## config.mk

```make
export PLATFORM = sky130hd
export DESIGN_NAME = esp_spi_frame_sequencer_flat
export DESIGN_NICKNAME = d
export VERILOG_FILES = /design/src/rtl/esp_spi_pkg.sv /design/src/rtl/esp_spi_frame_sequencer_if.sv /design/src/rtl/esp_spi_byte_select.sv /design/src/rtl/esp_spi_frame_sequencer.sv /design/src/flat_wrapper.sv
export SDC_FILE = /design/constraint.sdc
export NUM_CORES = 1
export LEC_CHECK = 0
export CAP_MARGIN = 20
export CORE_UTILIZATION = 45
export CTS_BUF_LIST = sky130_fd_sc_hd__clkbuf_16
export DETAILED_ROUTE_END_ITERATION = 12
export GPL_TIMING_DRIVEN = 0
export PLACE_DENSITY = 0.74
export SLEW_MARGIN = 20
export SYNTH_ARGS = -nofsm -noshare
export SYNTH_HDL_FRONTEND = slang
export SYNTH_SLANG_ARGS = --single-unit
```

## constraint.sdc

```tcl
create_clock -name clock -period 2.8 [get_ports clock]
set_clock_uncertainty 0.1 [all_clocks]
set_input_delay 0.56 -clock clock [delete_from_list [all_inputs] [get_ports clock]]
set_output_delay 0.56 -clock clock [all_outputs]
set_load 0.01 [all_outputs]
```

## src/rtl/esp_spi_pkg.sv

```systemverilog
// Shared types and constants for the ESP8266 SPI frame sequencer.
package esp_spi_pkg;

  typedef enum logic [2:0] {
    IDLE,
    CMD,
    ADDR,
    PAYLOAD,
    CSUM,
    DONE
  } state_t;

  localparam logic [7:0] ESP_CMD_WRITE_DATA = 8'h02;
  localparam logic [7:0] ESP_ADDR_BASE      = 8'h00;

  // Bytes on the wire: command + address + payload (+ optional checksum).
  function automatic int frame_len(input int p, input bit csum);
    return 2 + p + (csum ? 1 : 0);
  endfunction

endpackage

```

## src/rtl/esp_spi_frame_sequencer_if.sv

```systemverilog
// Byte-wide write interface between the frame sequencer and the SPI master core.
interface esp_spi_frame_sequencer_if;
  // Handshake: the core raises di_req when it can take a byte. The sequencer
  // then presents data_byte with wren=1 and holds both stable until it sees a
  // rising edge on write_ack, after which wren drops for at least one cycle.
  logic [7:0] data_byte;
  logic       wren;
  logic       di_req;
  logic       write_ack;

  modport master (output data_byte, output wren, input di_req, input write_ack);
  modport slave  (input data_byte, input wren, output di_req, output write_ack);
endinterface

```

## src/rtl/esp_spi_byte_select.sv

```systemverilog
// Combinational payload byte mux: returns byte[index] of the latched shadow payload.
module esp_spi_byte_select #(
  parameter int P     = 32,
  parameter int IDX_W = $clog2(P + 1)
) (
  input  logic [8*P-1:0]   shadow,
  input  logic [IDX_W-1:0] index,
  output logic [7:0]       byte_out
);

  always_comb begin
    byte_out = 8'h00;
    for (int k = 0; k < P; k++) begin
      if (index == k[IDX_W-1:0]) byte_out = shadow[8*k +: 8];
    end
  end

endmodule

```

## src/rtl/esp_spi_frame_sequencer.sv

```systemverilog
// Serialises a latched payload into a CMD/ADDR/payload frame for the ESP8266 SPI slave.
// Define ESP_SPI_CHECKSUM_EN to append an XOR checksum byte after the payload.
module esp_spi_frame_sequencer
  import esp_spi_pkg::*;
#(
  parameter int         NUM_WORDS  = 8,
  parameter int         WORD_BYTES = 4,
  parameter logic [7:0] CMD_BYTE   = ESP_CMD_WRITE_DATA,
  parameter logic [7:0] ADDR_BYTE  = ESP_ADDR_BASE
) (
  input  logic                              clock,
  input  logic                              reset_n,
  input  logic [8*NUM_WORDS*WORD_BYTES-1:0] data,
  input  logic                              data_ready,
  esp_spi_frame_sequencer_if.master         spi,
  output logic                              busy,
  output logic                              frame_done,
  output logic [7:0]                        dropped_count,
  output state_t                            fsm_state
);

  localparam int P     = NUM_WORDS * WORD_BYTES;
  localparam int IDX_W = $clog2(P + 1);

  state_t             state_q, state_d;
  logic [8*P-1:0]     shadow_q;
  logic [IDX_W-1:0]   idx_q;
  logic               wren_q;
  logic [7:0]         byte_q;
  logic               ack_prev_q;
  logic [7:0]         drop_q;
  logic [7:0]         payload_byte;
  logic [7:0]         issue_byte;
`ifdef ESP_SPI_CHECKSUM_EN
  logic [7:0]         csum_q;
`endif

  logic ack_edge, in_frame, accept, acked, issue, last_payload;

  assign ack_edge     = spi.write_ack & ~ack_prev_q;
  assign in_frame     = (state_q inside {CMD, ADDR, PAYLOAD, CSUM});
  assign accept       = data_ready && (state_q == IDLE || state_q == DONE);
  assign acked        = ack_edge && wren_q && in_frame;
  assign issue        = spi.di_req && !wren_q && in_frame;
  assign last_payload = (idx_q == IDX_W'(P - 1));

  esp_spi_byte_select #(.P(P), .IDX_W(IDX_W)) u_byte_select (
    .shadow   (shadow_q),
    .index    (idx_q),
    .byte_out (payload_byte)
  );

  always_comb begin
    state_d = state_q;
    case (state_q)
      IDLE:    if (data_ready) state_d = CMD;
      CMD:     if (acked) state_d = ADDR;
      ADDR:    if (acked) state_d = PAYLOAD;
      PAYLOAD: if (acked && last_payload) begin
`ifdef ESP_SPI_CHECKSUM_EN
                 state_d = CSUM;
`else
                 state_d = DONE;
`endif
               end
`ifdef ESP_SPI_CHECKSUM_EN
      CSUM:    if (acked) state_d = DONE;
`endif
      DONE:    state_d = data_ready ? CMD : IDLE;
      default: state_d = IDLE;
    endcase
  end

  always_comb begin
    issue_byte = CMD_BYTE;
    case (state_q)
      ADDR:    issue_byte = ADDR_BYTE;
      PAYLOAD: issue_byte = payload_byte;
`ifdef ESP_SPI_CHECKSUM_EN
      CSUM:    issue_byte = csum_q;
`endif
      default: issue_byte = CMD_BYTE;
    endcase
  end

  always_ff @(posedge clock or negedge reset_n) begin
    if (!reset_n) begin
      state_q    <= IDLE;
      shadow_q   <= '0;
      idx_q      <= '0;
      wren_q     <= 1'b0;
      byte_q     <= 8'h00;
      ack_prev_q <= 1'b0;
      drop_q     <= 8'h00;
`ifdef ESP_SPI_CHECKSUM_EN
      csum_q     <= 8'h00;
`endif
    end else begin
      state_q    <= state_d;
      ack_prev_q <= spi.write_ack;
      if (accept) begin
        shadow_q <= data;
        idx_q    <= '0;
`ifdef ESP_SPI_CHECKSUM_EN
        csum_q   <= 8'h00;
`endif
      end
      // An ack always wins; issue needs wren low so the two never collide.
      if (acked) begin
        wren_q <= 1'b0;
        if (state_q == PAYLOAD) begin
          if (!last_payload) idx_q <= idx_q + 1'b1;
`ifdef ESP_SPI_CHECKSUM_EN
          csum_q <= csum_q ^ byte_q;
`endif
        end
      end else if (issue) begin
        wren_q <= 1'b1;
        byte_q <= issue_byte;
      end
      if (data_ready && in_frame && drop_q != 8'hFF) drop_q <= drop_q + 8'd1;
    end
  end

  assign spi.wren      = wren_q;
  assign spi.data_byte = byte_q;
  assign busy          = in_frame;
  assign frame_done    = (state_q == DONE);
  assign dropped_count = drop_q;
  assign fsm_state     = state_q;

endmodule
```

## src/flat_wrapper.sv

```systemverilog
// flat-port wrapper written by rule: the top's interface ports become plain ports
module esp_spi_frame_sequencer_flat import esp_spi_pkg::*;
#(
  parameter int         NUM_WORDS  = 8,
  parameter int         WORD_BYTES = 4,
  parameter logic [7:0] CMD_BYTE   = ESP_CMD_WRITE_DATA,
  parameter logic [7:0] ADDR_BYTE  = ESP_ADDR_BASE
)
  (clock, reset_n, data, data_ready, busy, frame_done, dropped_count, fsm_state, spi_data_byte, spi_wren, spi_di_req, spi_write_ack);
  esp_spi_frame_sequencer_if spi_i ();
  input  logic clock;
  input  logic reset_n;
  input  logic [8*NUM_WORDS*WORD_BYTES-1:0] data;
  input  logic data_ready;
  output logic busy;
  output logic frame_done;
  output logic [7:0] dropped_count;
  output state_t fsm_state;
  output wire logic [$bits(spi_i.data_byte)-1:0] spi_data_byte;
  output wire logic [$bits(spi_i.wren)-1:0] spi_wren;
  input wire logic [$bits(spi_i.di_req)-1:0] spi_di_req;
  input wire logic [$bits(spi_i.write_ack)-1:0] spi_write_ack;
  assign spi_data_byte = spi_i.data_byte;
  assign spi_wren = spi_i.wren;
  assign spi_i.di_req = spi_di_req;
  assign spi_i.write_ack = spi_write_ack;
  esp_spi_frame_sequencer #(.NUM_WORDS(NUM_WORDS), .WORD_BYTES(WORD_BYTES), .CMD_BYTE(CMD_BYTE), .ADDR_BYTE(ADDR_BYTE)) u_core (.clock(clock), .reset_n(reset_n), .data(data), .data_ready(data_ready), .spi(spi_i), .busy(busy), .frame_done(frame_done), .dropped_count(dropped_count), .fsm_state(fsm_state));
endmodule
```

==> Implementation_results.wiki <==
{| class="wikitable"
! Metric !! Value
|-
| Worst Setup Path Type || register to register
|-
| Total inserted antenna cells || 0
|-
| Layout overhead on the synthesized area || 39.23%
|-
| Number of DRC violations after detailed-routing iteration 0 || 1579
|-
| Routed wl met3 || 4.621 mm
|-
| Insertion delay to the later sink of the worst-skew pair || 0.56 ns
|-
| Nature of the critical path startpoint || register
|-
| Number of buffers created by CTS || 29
|-
| Leak || 9.015 nW
|-
| Post-layout util || 63.55%
|-
| Final-report setup violation count || 6
|-
| Worst endpoint data arrival time || 3.32 ns
|-
| Ratio of cells with drive above 1 in the final layout || 11.61%
|-
| Total negative slack for setup checks || -0.5605 ns
|-
| IO buf count || 282
|-
| Overall via count from detail_route || 14410
|-
| Nets || 2358
|-
| Flip-flop and latch count after synthesis || 283
|-
| Min setup slack post-route || -0.1417 ns
|-
| Net count of the mapped netlist || 2001
|-
| Via count of the first global-routing pass || 14040
|-
| Switch share || 38.54%
|-
| Final slew viol count || 0
|-
| Detailed placer's ending HPWL || 39.17 mm
|-
| Number of enable flip-flop cells after synthesis || 0
|-
| Cell Int Power || 10.59 mW
|-
| Peak supply drop || 604.6 uV
|-
| DRC violations left || 0
|-
| Tightest Hold Check Type || primary input to asynchronous set/reset pin
|-
| Endpoint type of the worst setup path || register
|-
| Post-synthesis sequential area ratio || 50.86%
|-
| Final worst hold slack || 0.2691 ns
|-
| Antenna violations before repair || 0
|-
| Metal2 WL || 24.10 mm
|-
| Overall global routing resource usage || 32.96%
|-
| Maximum clock rate || 339.9 MHz
|-
| Vias per Instance || 5.749
|-
| Async set or reset register ratio after synthesis || 100.0%
|-
| Global-route congestion overflow total || 0
|-
| Power dissipated by switching net loads || 6.640 mW
|-
| CTS Root Cell || clkbuf_16
|-
| Synth Instances || 1735
|-
| Initial Utilization || 45.64%
|-
| Clk pin slew, worst setup/hold paths || 0.07 ns
|-
| Total number of yosys warnings || 0
|-
| Sink count of the clock tree || 283
|-
| Die Ht || 177.9 microns
|-
| Die outline area || 0.03165 sq mm
|-
| Number of violations of the max-capacitance limit || 0
|-
| Number of optimization iterations in the first detailed-route pass || 6
|-
| Total power || 17.23 mW
|-
| First element of the critical path || u_core.idx_q[0]
|-
| Reg power frac || 45.2%
|-
| Final period util || 105.1%
|-
| PD cells || 888.6 mW/mm^2
|-
| Post-synthesis area per instance || 8.026 sq um
|-
| Post-synth top flop || dfrtp_1
|-
| Met1 wire length || 21.55 mm
|-
| Headroom to the max-slew limit || 39.71%
|-
| RSZ-0062 raised after global routing || true
|-
| Failing checks || negative setup slack
|-
| Detailed Route WL || 52.45 mm
|-
| Global-route wire length before repair || 79.34 mm
|-
| Count of pins on the block boundary || 283
|-
| Max Fanout on Critical Path || 10
|-
| Outcome || finished with violations
|-
| Final critical delay including setup and external delays || 2.942 ns
|-
| Required time at the worst-slack endpoint || 3.18 ns
|-
| Horizontal die dimension || 177.9 microns
|-
| Post-route antenna net violation count || 0
|-
| Portion of total power attributed to the clock network || 20.7%
|-
| Largest net degree at the start of global routing || 105
|-
| Leading cell types in the layout, fill and taps excluded || nand2_1, clkdlybuf4s50_1, dfrtp_1
|-
| Relative contribution of combinational cells to total power || 34.1%
|-
| Cell area after synthesis || 0.01392 sq mm
|-
| Number of placement rows || 64
|-
| Top Layer Used || met4
|-
| WL/cell || 20.92 microns
|-
| Distinct cell type count of the synthesized netlist || 75
|-
| Measured slew at the worst slew-check pin || 0.9010 ns
|-
| Most common library cell in the layout ignoring fill and taps || nand2_1
|-
| Clock tree from TritonCTS || built
|-
| Hold violation count in the final report || 0
|-
| # H-tree levels || 1
|-
| Area inside the core boundary || 0.03051 sq mm
|-
| Post-placement setup slack || -1.069 ns
|-
| Maximum root-to-sink buffer count || 3
|-
| Global placer's final weighted congestion || 0.9924
|-
| Beginning of the worst register-to-register path || u_core.idx_q[0]
|}
[area by class of cell]
cell class,instances,area (sq um)
Buffer,84,412.9
Tap cell,396,495.5
Clock buffer,29,725.7
Inverter,14,57.56
Sequential cell,283,7088
Timing Repair Buffer,336,3327
Multi-Input combinational cell,1344,7167
Clock inverter,21,113.9
Fill cell,2573,11120
[cells in the mapped netlist (all sizes together), types with 12 or more instances]
master	count	area share (%)
clkbuf	77	2.1
o21ai	58	2.1
nor2	87	2.4
nand2	827	22
a21oi	42	1.5
nand3	30	1.1
o211ai	14	0.75
dfrtp	283	51
a211oi	12	0.65
buf	17	0.58
o22ai	21	0.94
a221oi	30	1.9
inv	14	0.38
nor3	28	1.1
nand3b	12	0.67
[what timing repair did]
item | CTS | global route
cloned | 0 | 0
hold buffers | 1 | 0
buffers inserted | 31 | 19
pin swaps | 25 | 29
endpoints found under the hold margin | 67 | 0
endpoints found under the setup margin | 200 | 9
resized for setup | 129 | 89
[sequential cells by signal, summed over array words and instances, names as in the netlist]
| signal | count |
|---|---|
| u_core.dropped_count | 8 |
| u_core.fsm_state | 3 |
| u_core.spi.data_byte | 8 |
| u_core.spi.wren | 1 |
| u_core.ack_prev_q | 1 |
| u_core.idx_q | 6 |
| u_core.shadow_q | 256 |
[path summary, 6_finish.rpt]
path / cells past startpoint / endpoint / slack [ns]
max in group asynchronous: 4 / u_core.shadow_q[93] / 1.16
min in group clock: 1 / u_core.ack_prev_q / 0.37
setup / recovery: 12 / u_core.spi.data_byte[2] / -0.14
setup reg to reg: 12 / u_core.spi.data_byte[2] / -0.14
hold reg to reg: 2 / u_core.shadow_q[252] / 0.37
hold / removal: 2 / u_core.dropped_count[4] / 0.27
[cell families after synthesis]
kind of cell / Yosys count / share of synthesized area (%)
fa+ha+maj: 5 / 0.4493
simple gates: 1059 / 31.38
compound gates: 266 / 13.36
xor+xnor: 9 / 0.5661
flops: 283 / 50.86
buf+inv: 108 / 3.028
mux: 5 / 0.3594
[layer usage]
layer / vias to the layer above / track usage [%]
met5: - / 0
met4: 0 / 12.54
met3: 161 / 4.563
met2: 780 / 53.13
met1: 6929 / 45.02
li1: 6542 / -
[power groups by stage]
stage | registers [mW] | logic (mW) | clock network, mW
finish | 7.79 | 5.88 | 3.56
global route | 7.92 | 6.34 | 3.74
CTS | 7.64 | 5.48 | 3.58
detailed placement | 7.64 | 4.73 | 0
global placement | 7.64 | 4.56 | 0
floorplan | 6.99 | 2.83 | 0
[critical path: stages, from the launching register on]
cell,delay [ns]
dfrtp_2,0.45
buf_12,0.13
ha_4,0.13
buf_4,0.17
clkbuf_4,0.26
mux2i_4,0.11
buf_4,0.15
nor4b_4,0.29
a21oi_1,0.10
o21ai_0,0.18
a31oi_1,0.19
or3_1,0.45
o21ai_1,0.14
[stage by stage]
stage                     instances  cell area [sq um]
after CTS                      2492              18920
final                          2507              19390
after global placement         2413              17240
after detailed placement       2416              17330
after floorplan                1735              13920
after global routing           2507              19390
(Power assumes the default switching activity.)
